**config.mk**
```make
export PLATFORM = sky130hd
export DESIGN_NAME = pacman_irq_ctrl
export DESIGN_NICKNAME = d
export VERILOG_FILES = /design/src/rtl/pacman_irq_ctrl.sv
export SDC_FILE = /design/constraint.sdc
export NUM_CORES = 1
export LEC_CHECK = 0
export CAP_MARGIN = 20
export CORE_MARGIN = 2
export CORE_UTILIZATION = 25
export CTS_CLUSTER_SIZE = 10
export DETAILED_ROUTE_END_ITERATION = 10
export PLACE_DENSITY = 0.49
export SYNTH_ARGS = -nofsm -noshare
export SYNTH_HDL_FRONTEND = slang
export SYNTH_SLANG_ARGS = --single-unit
```
**constraint.sdc**
```tcl
create_clock -name clk -period 3.1 [get_ports clk]
set_clock_uncertainty 0.2 [all_clocks]
set_input_delay 0.465 -clock clk [delete_from_list [all_inputs] [get_ports clk]]
set_output_delay 0.465 -clock clk [all_outputs]
set_load 0.05 [all_outputs]
```
**src/rtl/pacman_irq_ctrl.sv**
```systemverilog
// Game interrupt source: debounced keys, fixed-rate tick and vsync latched into W1C pending bits, gated by a mask into d_irq.
// irq and avs_readdata are registered (one cycle latency); the slave never stalls, so there is no backpressure.
module pacman_irq_ctrl #(
  parameter int CLK_HZ          = 50000000,
  parameter int TICK_HZ         = 60,
  parameter int NUM_KEYS        = 4,
  parameter int DEBOUNCE_CYCLES = 500000
) (
  input  logic                clk,
  input  logic                reset,
  input  logic [NUM_KEYS-1:0] key_n,
  input  logic                vga_vsync_n,
  input  logic [1:0]          avs_address,
  input  logic                avs_read,
  input  logic                avs_write,
  input  logic [31:0]         avs_writedata,
  output logic [31:0]         avs_readdata,
  output logic [31:0]         irq
);

  localparam int NP          = NUM_KEYS + 2;
  localparam int TICK_PERIOD = CLK_HZ / TICK_HZ;
  localparam int TW          = (TICK_PERIOD > 1) ? $clog2(TICK_PERIOD) : 1;
  localparam int DW          = (DEBOUNCE_CYCLES > 1) ? $clog2(DEBOUNCE_CYCLES) : 1;
  localparam logic [TW-1:0] TICK_LAST = TW'(TICK_PERIOD - 1);
  localparam logic [DW-1:0] DB_LAST   = DW'(DEBOUNCE_CYCLES - 1);

  // Keys are synchronized already inverted, so a cleared flop means "released".
  logic [NUM_KEYS-1:0] kp_s1, kp_s2, key_state, key_evt;
  logic [DW-1:0]       db_cnt [NUM_KEYS];
  logic                vs_s1, vs_s2, vs_s3;
  logic [TW-1:0]       tick_div;
  logic                tick_wrap;
  logic [15:0]         tick_count;
  logic [NP-1:0]       pending, mask, evt, w1c;
  logic                wr_pend, wr_mask, wr_tick;
  logic [31:0]         rd_mux;
  logic                unused_wdata;

  assign unused_wdata = ^avs_writedata[31:NP];

  always_comb begin
    key_evt = '0;
    for (int k = 0; k < NUM_KEYS; k++) begin
      key_evt[k] = kp_s2[k] & ~key_state[k] & (db_cnt[k] == DB_LAST);
    end
    tick_wrap = (tick_div == TICK_LAST);
    evt       = {vs_s3 & ~vs_s2, tick_wrap, key_evt};
    wr_pend   = avs_write && (avs_address == 2'd0);
    wr_mask   = avs_write && (avs_address == 2'd1);
    wr_tick   = avs_write && (avs_address == 2'd3);
    w1c       = wr_pend ? avs_writedata[NP-1:0] : '0;
    case (avs_address)
      2'd0:    rd_mux = {{(32-NP){1'b0}}, pending};
      2'd1:    rd_mux = {{(32-NP){1'b0}}, mask};
      2'd2:    rd_mux = {{(32-NUM_KEYS){1'b0}}, key_state};
      default: rd_mux = {16'd0, tick_count};
    endcase
  end

  always_ff @(posedge clk) begin
    if (reset) begin
      kp_s1     <= '0;
      kp_s2     <= '0;
      key_state <= '0;
      for (int k = 0; k < NUM_KEYS; k++) db_cnt[k] <= '0;
      vs_s1     <= 1'b0;
      vs_s2     <= 1'b0;
      vs_s3     <= 1'b0;
    end else begin
      kp_s1 <= ~key_n;
      kp_s2 <= kp_s1;
      for (int k = 0; k < NUM_KEYS; k++) begin
        if (kp_s2[k] == key_state[k]) begin
          db_cnt[k] <= '0;
        end else if (db_cnt[k] == DB_LAST) begin
          key_state[k] <= kp_s2[k];
          db_cnt[k]    <= '0;
        end else begin
          db_cnt[k] <= db_cnt[k] + DW'(1);
        end
      end
      vs_s1 <= vga_vsync_n;
      vs_s2 <= vs_s1;
      vs_s3 <= vs_s2;
    end
  end

  always_ff @(posedge clk) begin
    if (reset) begin
      tick_div   <= '0;
      tick_count <= '0;
    end else begin
      tick_div <= tick_wrap ? '0 : tick_div + TW'(1);
      // A clear that coincides with a wrap still counts that wrap.
      if (wr_tick)        tick_count <= {15'd0, tick_wrap};
      else if (tick_wrap) tick_count <= tick_count + 16'd1;
    end
  end

  always_ff @(posedge clk) begin
    if (reset) begin
      pending      <= '0;
      mask         <= '0;
      avs_readdata <= '0;
      irq          <= '0;
    end else begin
      pending <= (pending & ~w1c) | evt;
      if (wr_mask)  mask <= avs_writedata[NP-1:0];
      if (avs_read) avs_readdata <= rd_mux;
      irq <= {29'd0,
              pending[NP-1] & mask[NP-1],
              pending[NP-2] & mask[NP-2],
              |(pending[NUM_KEYS-1:0] & mask[NUM_KEYS-1:0])};
    end
  end

endmodule

```
# After elaboration in Yosys (flattened, before gate mapping)
# Memories as Yosys holds them, arrays and structs flattened.
# Index checks and enable logic that the tools add are counted.
# word_totals
out_inout_bits	64
mem_count	1
ff_bits	127
wordCells	147
ram_bits	76
# memory_table
name	depth	width	read_ports	rd_clocked_by_memory_dff	write_ports	line	rtl
db_cnt	4	19	4	0	4	30	logic [DW-1:0] db_cnt [NUM_KEYS];
# classes
eq_ne	12
n_mux	62
n_reduce_logical	12
addsub	6
bitwise_logic	37
# ops
op	n
19-bit two-way mux	12
19-bit by 1-bit adder with 19-bit output (second input constant)	4
19-bit == test (second input constant)	4
1-bit two-way mux	48
16-bit one-hot mux with 3 select lines	1
20-bit by 1-bit adder with 20-bit output (second input constant)	1
20-bit == test (second input constant)	1
16-bit by 1-bit adder with 16-bit output (second input constant)	1
1-bit bitwise OR	12
1-bit AND	11
1-bit NOT	9
2-bit AND reduction	4
6-bit AND	1
6-bit two-way mux	1
6-bit NOT	1
6-bit bitwise OR	1
4-bit AND	1
1-bit == test	4
2-bit == test (second input constant)	2
4-bit NOT	1
2-bit OR reduction	2
4-bit OR reduction	1
1-bit logical AND	3
2-bit by 1-bit == test with 1-bit output (second input constant)	1
other kinds (2)	2

# Depth between registers and ports, before layout
# Gate-level depths: netlist (run 1).
# An unclocked memory read counts as a cell.
# logic_depth
ltp_word	8
mapped_depth	8
mapped_depth_nobuf	6

# Worst setup path after synthesis (run 1)
# Ideal clock, no wire load.
# synth_path
kind	register to register
start	memory db_cnt[2][5] (netlist name)
end	memory db_cnt[2][10] (netlist name) (data pin)
path_stages_with_launch	8
path_buffers	3
t_required_ns	2.646
t_arrival_ns	1.786
path_slack_ns	0.860
setup_time_ns	0.254
path_cell_list	edfxtp_1 -> buf_6 -> or4b_4 -> nor4_4 -> a211o_2 -> buf_6 -> buf_12 -> nor2_1
# synth_lines
element	line
start, declared	30

==> reports/results.env, run 1 <==
FINALHOLDVIOLATIONS=0
BUFS_AND_INVS_ON_WORST_PATH=0
DIEAREA_UM2=33900
DETAILEDROUTE.FIRSTPASSITERATIONCOUNT=5
POWER_DENSITY_nW_PER_UM2=498
FLOORPLAN.INITIALDENSITY_PCT=25.6
GRT_MAX_DEGREE=30
FLOORPLAN.DIE.HEIGHT_UM=184
SLEW_AT_THE_PIN_WITH_THE_WORST_MAX_SLEW_SLACK_NS=0.617
TIMING.CRITICAL_PATH.TO_TYPE='flop'
INITIAL_ANTENNA_VIOLATION_COUNT=0
CLOCK_TREE.HTREE_LEVEL_COUNT=4
SYNTH_TOP_FLOP_CELL='sky130_fd_sc_hd__dfxtp_1'
ANTENNA_VIOLATING_NETS_POST_ROUTE=0
DP.FINAL_HPWL_UM=11500
CLOCK-ROOT-BUFFER='sky130_fd_sc_hd__clkbuf_16'
DRC=0
PORT-BUFFER-COUNT=35
NUMBER_OF_STANDARD_CELLS_AFTER_SYNTHESIS=819
FINALMAXSLEWVIOLATIONS=0
SETUP_TNS_NS=0
VDD.IR_DROP.WORST_mV=0.350
DRT_ITER0_DRC=236
CRITPATHREQUIREDTIME_NS=3.07
TRITONCTS='done'
STATIC_LEAKAGE_nW=3.36
WORST_SETUP_PATH_START_KIND='flop'
NETS=979
STATUS='finished, final reports clean'
PWR-SHARE-COMB_PCT=6.5
PLACEABLECOREAREA_UM2=31700
CLKPWRFRAC_PCT=45.2
GLOBALROUTE.TOTALOVERFLOW=0
SYNTH-ASYNC-RESET-RATIO_PCT=0
CRIT_CHAIN='or4b_4 > nor4_4 > a211o_2 > nor2_1'
SETUP_REPAIR_AFTER_GLOBAL_ROUTING_MISSED_ITS_MARGIN='false'
LAYOUT-DRIVE-GT1-SHARE_PCT=6.50
CTSLONGESTPATHBUFFERS=2
FF2FF_PATH_DEPTH=4
IOPINCOUNT=107
GRTUSAGETOTAL_PCT=10.2
FIRST_GLOBAL_VIAS=5721
ROUTE.FINAL.WIRE_LENGTH_UM=16400
SLEW_HEADROOM_PCT=58.8
ANTENNA-DIODE-COUNT=0
SYNTH.DISTINCT_CELLS=56
CTS_HOLD_BUF=0
HOLDPATHSTAGES=1
VIAS=5975
WHS_ENDPOINT='vs_s2$_SDFF_PP0_'
SYNTH_EDF_COUNT=76
WORST_R2R_STARTPOINT='db_cnt[2][5]$_SDFFCE_PN0P_'
WORSTHOLDSTART='vs_s1$_SDFF_PP0_'
WIRE_LENGTH_OF_THE_FIRST_GLOBAL_ROUTING_PASS_UM=28100
R2R-END='db_cnt[2][10]$_SDFFCE_PN0P_'
CTS-BUFFERS-INSERTED=17
SYNTH_AREA_PER_CELL_UM2=9.90
YOSYS_WARNINGS=0
SWITCHING_POWER_mW=1.21
YOSYSSEQAREASHARE_PCT=48.4
AREA.GROWTH.SYNTH_TO_FINAL_PCT=17.9
WORST_HOLD_PATH_TYPE='flop to flop'
CRITICAL_PATH.MAX_FANOUT=19
PERIOD_SHARE_PCT=78.9
POWER.SWITCHING_FRACTION_PCT=25.3
DIE_WIDTH_UM=184
WORST-R2R-SETUP-SLACK_NS=0.65
FINALWORSTPATHREQUIREDPERIOD_NS=2.45
INSERTION_DELAY_NS=0.43
POST_CTS_RESIZED=0
PLACE.GP.CONGESTION=0.705
PWR-SHARE-SEQ_PCT=48.3
PATH_DELAY_FAMILY='simple AND/OR/NAND/NOR gates'
NETLIST_AREA_UM2=8110
POST_CTS.REPAIR.SETUP_BUFFERS=0
CRITPATHARRIVALTIME_NS=2.41
FMAXACHIEVABLE_MHz=409
PLACEMENT_ROWS=65
CLOCK_SINKS=158
CRITICAL-PATH-MAX-STAGE-DELAY_NS=0.59
CELLINTERNALPOWER_mW=3.55
POST_LAYOUT_TOTAL_POWER_mW=4.76
CAP_VIOLATIONS=0
SYNTH-SEQ-CELLS=158
CRITPATHKIND='flop to flop'
CLKTRANSATPATHREGS_NS=0.07
AVERAGE_VIAS_PER_PLACED_INSTANCE=4.46
FINALSETUPVIOLATIONS=0
TIMING.CRITICAL_PATH.SLOWEST_STAGE_CELL='sky130_fd_sc_hd__or4b_4'
WL_PER_CELL_UM=12.2
[how the worst max path moves through the flow]
stage | slack, ns | cells past startpoint | end | from
2_1_floorplan | 0.86 | 7 | db_cnt[2][10]$_SDFFCE_PN0P_ | db_cnt[2][5]$_SDFFCE_PN0P_
3_3_place_gp | 0.61 | 4 | mask[3]$_SDFFE_PP0P_ | avs_address[0]
3_5_place_dp | 0.57 | 4 | mask[5]$_SDFFE_PP0P_ | avs_address[0]
4_1_cts | 0.62 | 4 | db_cnt[2][7]$_SDFFCE_PN0P_ | db_cnt[2][5]$_SDFFCE_PN0P_
5_1_grt | 0.51 | 4 | db_cnt[2][7]$_SDFFCE_PN0P_ | db_cnt[2][5]$_SDFFCE_PN0P_
6_report | 0.65 | 4 | db_cnt[2][10]$_SDFFCE_PN0P_ | db_cnt[2][5]$_SDFFCE_PN0P_
[metal layers]
metal	up-vias	part of all wire, %	track usage (%)
met5	-	0	0
met3	10	2.6	2.10
met1	2846	50	13.5
li1	3045	-	-
met4	0	1.1	3.74
met2	74	46	16.2
[final cells by class]
class | instances | area, µm²
fillers | 3324 | 22200
multi-input cells | 681 | 4030
flip-flops and latches | 158 | 3920
clock buffers | 21 | 526
well taps | 402 | 503
repair buffers | 44 | 413
clock inverters | 11 | 86.3
inverters | 23 | 86.3
[power groups by stage]
stage	Sequential, mW	Combinational, mW	Clock (mW)
after floorplan	2.33	0.294	0
after global placement	2.35	0.307	0
after detailed placement	2.35	0.307	0
after CTS	2.30	0.308	2.23
after global routing	2.31	0.342	2.29
final	2.30	0.308	2.15
[state kept, by name, summed over array words and instances (netlist names)]
signal and count:
avs_readdata 16, db_cnt 76, irq 3, key_state 4
kp_s1 4, kp_s2 4, mask 6, pending 6
tick_count 16, tick_div 20, vs_s1 1, vs_s2 1
vs_s3 1
[cells in the mapped netlist, types with 3 or more instances]
library cell	count	share of area, %
sky130_fd_sc_hd__edfxtp_1	76	28
sky130_fd_sc_hd__o21ai_0	11	0.68
sky130_fd_sc_hd__and4b_1	3	0.37
sky130_fd_sc_hd__mux2i_1	11	1.4
sky130_fd_sc_hd__a31o_2	4	0.43
sky130_fd_sc_hd__nor2_1	112	5.2
sky130_fd_sc_hd__nand4_1	31	2.4
sky130_fd_sc_hd__o31ai_1	25	2.3
sky130_fd_sc_hd__buf_1	3	0.14
sky130_fd_sc_hd__nor4b_1	4	0.43
sky130_fd_sc_hd__nand2_1	43	2.0
sky130_fd_sc_hd__clkbuf_1	17	0.79
sky130_fd_sc_hd__xor2_1	41	4.4
sky130_fd_sc_hd__mux4_2	4	1.1
sky130_fd_sc_hd__and3_1	13	1.0
sky130_fd_sc_hd__and2_1	4	0.31
sky130_fd_sc_hd__dfxtp_1	82	20
sky130_fd_sc_hd__nor4_1	4	0.31
sky130_fd_sc_hd__buf_4	46	4.3
sky130_fd_sc_hd__nand2b_1	3	0.23
sky130_fd_sc_hd__inv_1	23	1.1
sky130_fd_sc_hd__xnor2_1	21	2.3
sky130_fd_sc_hd__a22oi_1	5	0.46
sky130_fd_sc_hd__nor3_1	8	0.49
sky130_fd_sc_hd__a32oi_1	4	0.43
sky130_fd_sc_hd__buf_6	4	0.56
sky130_fd_sc_hd__or3_1	12	0.93
sky130_fd_sc_hd__and4_1	18	1.9
sky130_fd_sc_hd__nand3_1	40	2.5
sky130_fd_sc_hd__a21oi_1	55	3.4
sky130_fd_sc_hd__or4_1	25	2.3
sky130_fd_sc_hd__nor2b_1	18	1.4
sky130_fd_sc_hd__a211o_1	3	0.32
sky130_fd_sc_hd__ha_1	11	1.7
sky130_fd_sc_hd__buf_2	4	0.25
sky130_fd_sc_hd__or4b_1	3	0.37
[cells in the final DEF, fill, tap and decap left out, types with 31 or more instances in the layout]
cell	synthesis	layout
sky130_fd_sc_hd__conb_1	2	121
sky130_fd_sc_hd__a21oi_1	55	55
sky130_fd_sc_hd__nand4_1	31	31
sky130_fd_sc_hd__clkdlybuf4s50_1	0	34
sky130_fd_sc_hd__nand2_1	43	43
sky130_fd_sc_hd__dfxtp_1	82	82
sky130_fd_sc_hd__nor2_1	112	112
sky130_fd_sc_hd__edfxtp_1	76	76
sky130_fd_sc_hd__xor2_1	41	41
sky130_fd_sc_hd__nand3_1	40	40
[cell families after synthesis]
family,synth area share [%]
compound gates,8.83
flops,48.4
simple gates,24.1
mux,2.75
other cells,0.0926
fa+ha+maj,1.70
buf+inv,7.47
xor+xnor,6.70
[per-stage QoR]
stage	area, µm²	setup slack (ns)	cells	util [%]	hold slack, ns
after floorplan	8550	0.860	938	-	0.214
after global placement	8950	0.612	1308	28.2	0.219
after detailed placement	8950	0.569	1308	28.2	0.222
after CTS	9560	0.619	1340	30.1	0.238
after global routing	9560	0.510	1340	30.1	0.250
final	9560	0.654	1340	30.1	0.237
(Power assumes the default switching activity.)
==> run 2: changes to the inputs <==
==> constraint.sdc (replaced) <==
create_clock -name clk -period 2.3 [get_ports clk]
set_clock_uncertainty 0.2 [all_clocks]
set_input_delay 0.345 -clock clk [delete_from_list [all_inputs] [get_ports clk]]
set_output_delay 0.345 -clock clk [all_outputs]
set_load 0.05 [all_outputs]
==> reports/results.env, run 2 (synthesis results as in run 1) <==
STATUS='finished, final reports clean'
PORT-BUFFER-COUNT=35
POWER_DENSITY_nW_PER_UM2=644
DRT_ITER0_DRC=234
ANTENNA-DIODE-COUNT=0
IOPINCOUNT=107
FINALHOLDVIOLATIONS=0
DIEAREA_UM2=33900
CLKTRANSATPATHREGS_NS=0.06
MULTIINPUTGATEAREA_UM2=4050
FILLERS=3325
CTS-BUFFERS-INSERTED=17
FIRST_GLOBAL_VIAS=5569
SETUP_REPAIR_AFTER_GLOBAL_ROUTING_MISSED_ITS_MARGIN='false'
TIMING.CRITICAL_PATH.MODE_CELL='sky130_fd_sc_hd__buf_4'
LAYOUT-DRIVE-GT1-SHARE_PCT=9.70
TIMING.CRITICAL_PATH.SLOWEST_STAGE_CELL='sky130_fd_sc_hd__or4_1'
CRITICAL-PATH-MAX-STAGE-DELAY_NS=0.51
FMAXACHIEVABLE_MHz=458
STATIC_LEAKAGE_nW=3.53
TRITONCTS='done'
ANTENNA_VIOLATING_NETS_POST_ROUTE=0
MOST_COMMON_LIBRARY_CELL_IN_THE_LAYOUT_IGNORING_FILL_AND_TAPS='sky130_fd_sc_hd__conb_1'
SLEW_AT_THE_PIN_WITH_THE_WORST_MAX_SLEW_SLACK_NS=0.507
CRIT_CHAIN='nor4b_1 > buf_4 > nand3_1 > buf_4 > or4_1 > a21oi_1'
LAYOUT.AREA.SEQ_UM2=3920
CLOCK_SINKS=158
GRTUSAGETOTAL_PCT=10.1
CRITPATHARRIVALTIME_NS=2.33
WIRE_LENGTH_OF_THE_FIRST_GLOBAL_ROUTING_PASS_UM=27600
LARGEST_REG_FLOPS=76
REGISTERS.TOP_BY_FF_COUNT='db_cnt'
CRITPATHKIND='flop to flop'
POST_CTS.REPAIR.SETUP_BUFFERS=0
SETUP_TNS_NS=0
PLACE.GP.CONGESTION=0.726
CRITICAL_PATH.MAX_FANOUT=16
NETS=1010
FLOORPLAN.DIE.HEIGHT_UM=184
WL_PER_CELL_UM=12.0
PLACEABLECOREAREA_UM2=31700
AVERAGE_VIAS_PER_PLACED_INSTANCE=4.39
CRITPATHREQUIREDTIME_NS=2.45
VIAS=6013
FINALSETUPVIOLATIONS=0
CTS_HOLD_BUF=0
DP.FINAL_HPWL_UM=11800
FINALMAXSLEWVIOLATIONS=0
INSERTION_DELAY_NS=0.42
CLOCK-ROOT-BUFFER='sky130_fd_sc_hd__clkbuf_16'
INITIAL_ANTENNA_VIOLATION_COUNT=0
DETAILEDROUTE.FIRSTPASSITERATIONCOUNT=4
ROUTE.FINAL.WIRE_LENGTH_UM=16400
FINISH.CELL_COUNT_WITHOUT_FILLERS=1371
GLOBALROUTE.TOTALOVERFLOW=0
VDD.IR_DROP.WORST_mV=0.458
PERIOD_SHARE_PCT=94.8
CLOCK_TREE.HTREE_LEVEL_COUNT=4
LAYOUT_TOP_REGISTERS='db_cnt (76), tick_div (20)'
GRT_MAX_DEGREE=27
LAYOUT_COMMON_CELLS='sky130_fd_sc_hd__conb_1, sky130_fd_sc_hd__nor2_1, sky130_fd_sc_hd__dfxtp_1'
WORST_SETUP_PATH_START_KIND='flop'
PLACEMENT_ROWS=65
TIMING.CRITICAL_PATH.TO_TYPE='flop'
DIE_WIDTH_UM=184
DRC=0
FINALWORSTPATHREQUIREDPERIOD_NS=2.18
CAP_VIOLATIONS=0
CTSLONGESTPATHBUFFERS=2
SLEW_HEADROOM_PCT=66.1
PLACEDCELLCOUNT=1339
AREA.GROWTH.SYNTH_TO_FINAL_PCT=21.4
FLOORPLAN.INITIALDENSITY_PCT=25.6
WORST_HOLD_PATH_TYPE='input port to flop'
## run 2: cell count changes in the layout (fill, tap and decap cells not counted), sizes merged
cell	change
buf	+33
inv	-6
clkbuf	+5
clkdlybuf4s50	-2
clkinv	+1
## run 2: worst max-delay path: cells and delay by family, from the launching register on
| family | cells | cell delay [ns] |
|---|---|---|
| and+or+nand+nor | 3 | 1.00 |
| buffers and inverters | 2 | 0.39 |
| DFF | 1 | 0.35 |
| AOI/OAI and AO/OA | 1 | 0.16 |
## run 2: final cells by class
| type | count | area share (%) |
|---|---|---|
| well taps | 402 | 5.11 |
| multi-input cells | 681 | 41.1 |
| inverters | 23 | 0.877 |
| clock inverters | 6 | 0.445 |
| flip-flops and latches | 158 | 39.9 |
| clock buffers | 26 | 5.60 |
| repair buffers | 75 | 7.02 |
## run 2: per-layer routing
layer | wire length (µm) | vias up | track usage [%]
li1 | - | 3100 | -
met1 | 8280 | 2823 | 13.6
met2 | 7470 | 70 | 15.9
met3 | 413 | 20 | 2.24
met4 | 229 | 0 | 3.26
met5 | 0 | - | 0
## run 2: timing repair
action | in CTS | in global routing
pin swaps | 0 | 1
endpoints found under the setup margin | 3 | 23
gates resized for setup | 1 | 2
hold endpoints to repair | 0 | 0
cloned | 0 | 0
## run 2: final timing paths
check	startpoint	to	slack [ns]	depth (start not counted)
min reg2reg	vs_s1$_SDFF_PP0_	vs_s2$_SDFF_PP0_	0.24	1
max reg2reg	tick_div[6]$_SDFF_PP0_	tick_count[11]$_SDFFE_PP0P_	0.12	6
max	tick_div[6]$_SDFF_PP0_	tick_count[11]$_SDFFE_PP0P_	0.12	6
min	reset	kp_s1[1]$_SDFF_PP0_	0.16	2
## run 2: stage by stage
| stage | area [µm²] | utilization [%] | setup slack [ns] | power [mW] | hold WS [ns] |
|---|---|---|---|---|---|
| CTS | 9830 | 31.0 | 0.0404 | 6.43 | 0.151 |
| floorplan | 8550 | - | 0.0596 | 3.54 | 0.212 |
| detailed placement | 9230 | 29.1 | 0.0200 | 3.61 | 0.226 |
| global placement | 9230 | 29.1 | 0.0684 | 3.61 | 0.225 |
| finish | 9840 | 31.0 | 0.119 | 6.34 | 0.160 |
| global route | 9840 | 31.0 | 0.0349 | 6.60 | 0.173 |
## run 2: power by group
part           switching (mW)  internal [mW]
clock                    1.13           1.66
sequential             0.0691           3.02
combinational           0.323          0.131
total                    1.52           4.82
==> edit 1: new RTL, flow settings as in run 1 <==
Remove the register `irq`: a continuous assignment takes its place, so the output `irq` follows one clock earlier. Comments in the files are not updated.
--- a/src/rtl/pacman_irq_ctrl.sv
+++ b/src/rtl/pacman_irq_ctrl.sv
@@ -103,17 +103,14 @@
       pending      <= '0;
       mask         <= '0;
       avs_readdata <= '0;
-      irq          <= '0;
     end else begin
       pending <= (pending & ~w1c) | evt;
       if (wr_mask)  mask <= avs_writedata[NP-1:0];
       if (avs_read) avs_readdata <= rd_mux;
-      irq <= {29'd0,
-              pending[NP-1] & mask[NP-1],
-              pending[NP-2] & mask[NP-2],
-              |(pending[NUM_KEYS-1:0] & mask[NUM_KEYS-1:0])};
     end
   end
 
+  assign irq = {29'd0, pending[NP-1] & mask[NP-1], pending[NP-2] & mask[NP-2], |(pending[NUM_KEYS-1:0] & mask[NUM_KEYS-1:0])};
+
 endmodule
 
Formal check against the unedited RTL: not equivalent (Yosys sat finds a counterexample within 10 cycles, from zero or initial values and one cycle with reset high).
==> edit 1 against run 1 <==
  * Setup slack worse by 0.045 ns
  * Register-to-register slack improved by 0.096 ns
  * Routed wire length down 8.4%
  * Clock power increased by 9.3%
  * Cell count down 3.1%
  * Design area shrank 3.0%
  * Via count fell by 11%
  * Utilization increased by 0.18 points
  * Total power up 3.2%
  * Sequential cell count fell by 3
  * Synthesized area fell by 4.5%
==> edit 1: results <==
group,metric,value,unit
global_routing,grt_pass1_wl,25200,um
routing,drtPass1Iterations,4,
pwr,irDropWorstVdd,0.400,mV
clock_tree,ctsHtreeMaxLevel,4,
pwr,p_sw_frac,0.225,
yosys,synth_commonest_cells,"nor2_1 (158), dfxtp_1 (79), edfxtp_1 (76), xor2_1 (55), buf_4 (45)",
global_routing,met1_usage,0.129,
cells_and_area,seqCellArea,0.00386,mm^2
cells_and_area,clk_share,0.0719,
routing,route.met3.wl,398,um
hold_path,hold_end,"kp_s1[2]",
routing,met1_length,7500,um
setup_path,r2r-end,"db_cnt[1][16]",
cells_and_area,multi_input_area_share,0.409,
cells_and_area,num-clock-buffers,20,
routing,drt_wl_total,15000,um
global_routing,grt_max_degree,21,
routing,maxUsedRoutingLayer,"met4",
routing,routed-via-count,5314,
yosys,ys_ff_latch,155,
routing,wl_met2,6910,um
global_routing,use_met3,0.0220,
cells_and_area,nets,944,
yosys,ys_types,50,
status,status,"completed",
cells_and_area,num-fill-cells,3186,
setup_path,worstPathMaxFanout,3,
setup_path,r2r-start,"db_cnt[1][7]",
setup_path,r2r_cells,6,
setup_path,arrival,1.83,ns
hold_path,whs_path_depth,2,
yosys,yosysSeqAreaShare,0.499,
global_routing,grt_util_met2,0.152,
timing,worst_slew_pin_slew,0.814,ns
cells_and_area,buffer_area_frac,0.0421,
hold_path,worstHoldPathType,"in2reg",
cells_and_area,multi_input_cells,657,
placed_design,gp_congestion,0.734,
cells_and_area,buffers,41,
pwr,p_leak,3.35,nW
cells_and_area,drive_gt1_frac,0.0543,
routing,drtIter0Drc,306,
placed_design,hpwl,10900,um
global_routing,grt_pass1_vias,5034,
setup_path,r2r_slack,0.75,ns
cells_and_area,inv_count,18,
hold_path,worstHoldStart,"reset",
yosys,synth_top_cell_area_share,0.295,
edit 1: changes by cell type in the layout (fill, tap and decap cells not counted), sizes merged, moves of 5 or more:
cell and delta:
nor2 +46, a21oi -39, or4 -25, o31ai -23
xnor2 +20, xor2 +14, inv -12, nor3 +8
o21ai -8, bufinv +6, nand4 -6, and2 +5
edit 1: cells by family (layout without fill, tap and decap cells):
kind of cell	after synthesis	after routing	share of synthesized area
other cells	2	121	0.000970
buf+inv	89	91	0.0690
compound gates	34	34	0.0268
mux	20	20	0.0326
simple gates	375	375	0.246
xor+xnor	96	96	0.109
fa+ha+maj	11	11	0.0178
flops	155	155	0.499
edit 1: power by group through the flow:
stage / logic, mW / clock network, mW / registers, mW
global placement: 0.301 / 0 / 2.30
finish: 0.302 / 2.35 / 2.26
floorplan: 0.286 / 0 / 2.29
CTS: 0.302 / 2.42 / 2.26
detailed placement: 0.301 / 0 / 2.30
global route: 0.330 / 2.50 / 2.27
edit 1: stage by stage:
step            util  hold WS [ns]  std cells  setup WS, ns  area [um^2]
4_1_cts        0.303         0.206       1299         0.539         9280
2_1_floorplan      -         0.214        901          1.07         8190
3_3_place_gp   0.282         0.217       1267         0.683         8610
6_report       0.303         0.206       1299         0.609         9280
3_5_place_dp   0.282         0.228       1267         0.668         8610
5_1_grt        0.303         0.234       1299         0.474         9280
edit 1: how the worst max path moves through the flow:
stage	from	endpoint	depth (start not counted)
final	pending[4]	irq[1]	2
after CTS	pending[3]	irq[0]	3
after global routing	pending[3]	irq[0]	3
after floorplan	db_cnt[0][0]	db_cnt[0][12]	8
after global placement	avs_address[1]	pending[5]	6
after detailed placement	avs_address[0]	pending[3]	6
edit 1: critical path, cell delays in order (launching register included):
cell,delay (ns)
dfxtp_1,0.35
and2_1,0.23
clkdlybuf4s50_1,0.84
==> edit 2: new RTL, config.mk and constraints of run 1 <==
Without the edit above. `NUM_KEYS`: 4 -> 2.
--- a/src/rtl/pacman_irq_ctrl.sv
+++ b/src/rtl/pacman_irq_ctrl.sv
@@ -3,7 +3,7 @@
 module pacman_irq_ctrl #(
   parameter int CLK_HZ          = 50000000,
   parameter int TICK_HZ         = 60,
-  parameter int NUM_KEYS        = 4,
+  parameter int NUM_KEYS        = 2,
   parameter int DEBOUNCE_CYCLES = 500000
 ) (
   input  logic                clk,
Interface: changed (resized key_n); port bits go from 107 to 105. The function was not compared with the original's and may differ.
==> edit 2 against run 1 <==
  * Setup slack lost 0.060 ns
  * Die area shrank 31%
  * Total power shrank 38%
  * Design area shrank 33%
  * First-iteration DRC count shrank 31%
  * Synthesized cell count shrank 26%
  * Sequential cell count shrank 48
  * Count of clock-buffer cells in the layout shrank 10
  * Clock power shrank 47%
  * Via count shrank 31%
  * Maximum frequency shrank 2.4%
  * Routed wire length shrank 31%
  * Synthesized area shrank 31%
==> edit 2: results <==
group,metric,value,unit
cells_and_area,drive_gt1_frac,0.0525,
yosys,async_flop_share,0,
placed_design,post-place-ws,0.622,ns
cells_and_area,reg.largest.list,"db_cnt: 38 flops, tick_div: 20 flops",
setup_path,r2r-start,"db_cnt[1][9]",
yosys,synth_commonest_cells,"nor2_1 (73), dfxtp_1 (72), buf_4 (45), a21oi_1 (43), edfxtp_1 (38)",
placed_design,numPortBuffers,31,
placed_design,place_area,0.00616,mm^2
yosys,synth_edf_count,38,
placed_design,hpwl,8060,um
hold_path,worstHoldPathType,"reg2reg",
yosys,synth_mux_area_frac,0.0300,
setup_path,r2r-end,"db_cnt[1][17]",
routing,drtIter0Drc,162,
routing,drtPass1Iterations,4,
yosys,synth_compound_area_frac,0.0922,
setup_path,r2r_cells,5,
cells_and_area,nets,710,
yosys,synth.area.top_cells,"dfxtp_1 (26%), edfxtp_1 (20%), buf_4 (6.1%)",
routing,routed-via-count,4145,
status,status,"completed",
timing,min_period,2.51,ns
clock_tree,root_buffer,"clkbuf_16",
timing,slew_headroom,0.544,
clock_tree,clk_latency,0.36,ns
yosys,ys_warn_count,0,
clock_tree,cts_setup_buffers,0,
yosys,synth_adder_area_share,0.0157,
global_routing,antenna_found_initial,0,
pwr,p_leak,2.23,nW
clock_tree,cts_made_buffers,9,
global_routing,grt_max_degree,23,
yosys,ys_types,48,
setup_path,cpPeakStageDelay,0.70,ns
setup_path,critPathSlowestCell,"or4b_2",
cells_and_area,num-fill-cells,2294,
global_routing,grtUsageTotal,0.100,
setup_path,worstPathMaxFanout,17,
clock_tree,clock_path_buffers,2,
yosys,synth_top_family_by_area,"simple AND/OR/NAND/NOR gates",
yosys,synth_xor_area_frac,0.0549,
setup_path,cpLargestDelayFamily,"simple AND/OR/NAND/NOR gates",
clock_tree,ctsHtreeMaxLevel,3,
routing,drt_wl_total,11300,um
placed_design,gp_congestion,0.737,
pwr,irDropWorstVdd,0.219,mV
global_routing,grt_pass1_wl,19300,um
global_routing,grt_pass1_vias,3730,
setup_path,arrival,2.40,ns
yosys,yosysSeqAreaShare,0.463,
setup_path,r2r_slack,0.59,ns
cells_and_area,antennaDiodeCount,0,
edit 2: cell type report:
class                      count  area share
timing repair buffer          39      0.0567
clock buffer                  11      0.0394
tap                          280      0.0543
clock inverter                 5     0.00582
inverter                      17     0.00990
sequential                   110       0.401
multi-input combinational    485       0.433
edit 2: cells by family (layout without fill, tap and decap cells):
logic type	after synthesis	count (layout)
xor gates and xnor gates	35	35
and+or+nand+nor	259	259
buffers and inverters	89	72
AOI/OAI and AO/OA	87	87
other	2	83
adders and majority gates	7	7
muxes	14	14
DFF	110	110
edit 2: how the worst min path moves through the flow:
stage,startpoint,end,slack (ns),depth (start not counted)
after floorplan,kp_s1[0],kp_s2[0],0.21,1
after global routing,kp_s1[1],kp_s2[1],0.25,1
final,kp_s1[1],kp_s2[1],0.24,1
after global placement,kp_s1[1],kp_s2[1],0.22,1
after CTS,kp_s1[1],kp_s2[1],0.24,1
after detailed placement,kp_s1[1],kp_s2[1],0.22,1
edit 2: routing by layer:
metal,vias up,share of wire,global-route usage
met5,-,0,0
met4,0,0.016,0.0349
met3,12,0.041,0.0272
met2,79,0.43,0.147
met1,1909,0.51,0.142
li1,2145,-,-
edit 2: per-stage QoR:
| stage | hold WS [ns] | instances | util | total power [mW] |
|---|---|---|---|---|
| 2_1_floorplan | 0.214 | 684 | - | 1.83 |
| 3_3_place_gp | 0.215 | 931 | 0.281 | 1.84 |
| 3_5_place_dp | 0.222 | 931 | 0.281 | 1.84 |
| 4_1_cts | 0.240 | 947 | 0.295 | 3.01 |
| 5_1_grt | 0.254 | 947 | 0.295 | 3.10 |
| 6_report | 0.238 | 947 | 0.295 | 2.96 |
edit 2: power by group:
group	total [mW]	internal, mW	switching [mW]
clock network	1.15	0.602	0.549
logic	0.250	0.0521	0.198
registers	1.55	1.52	0.0329
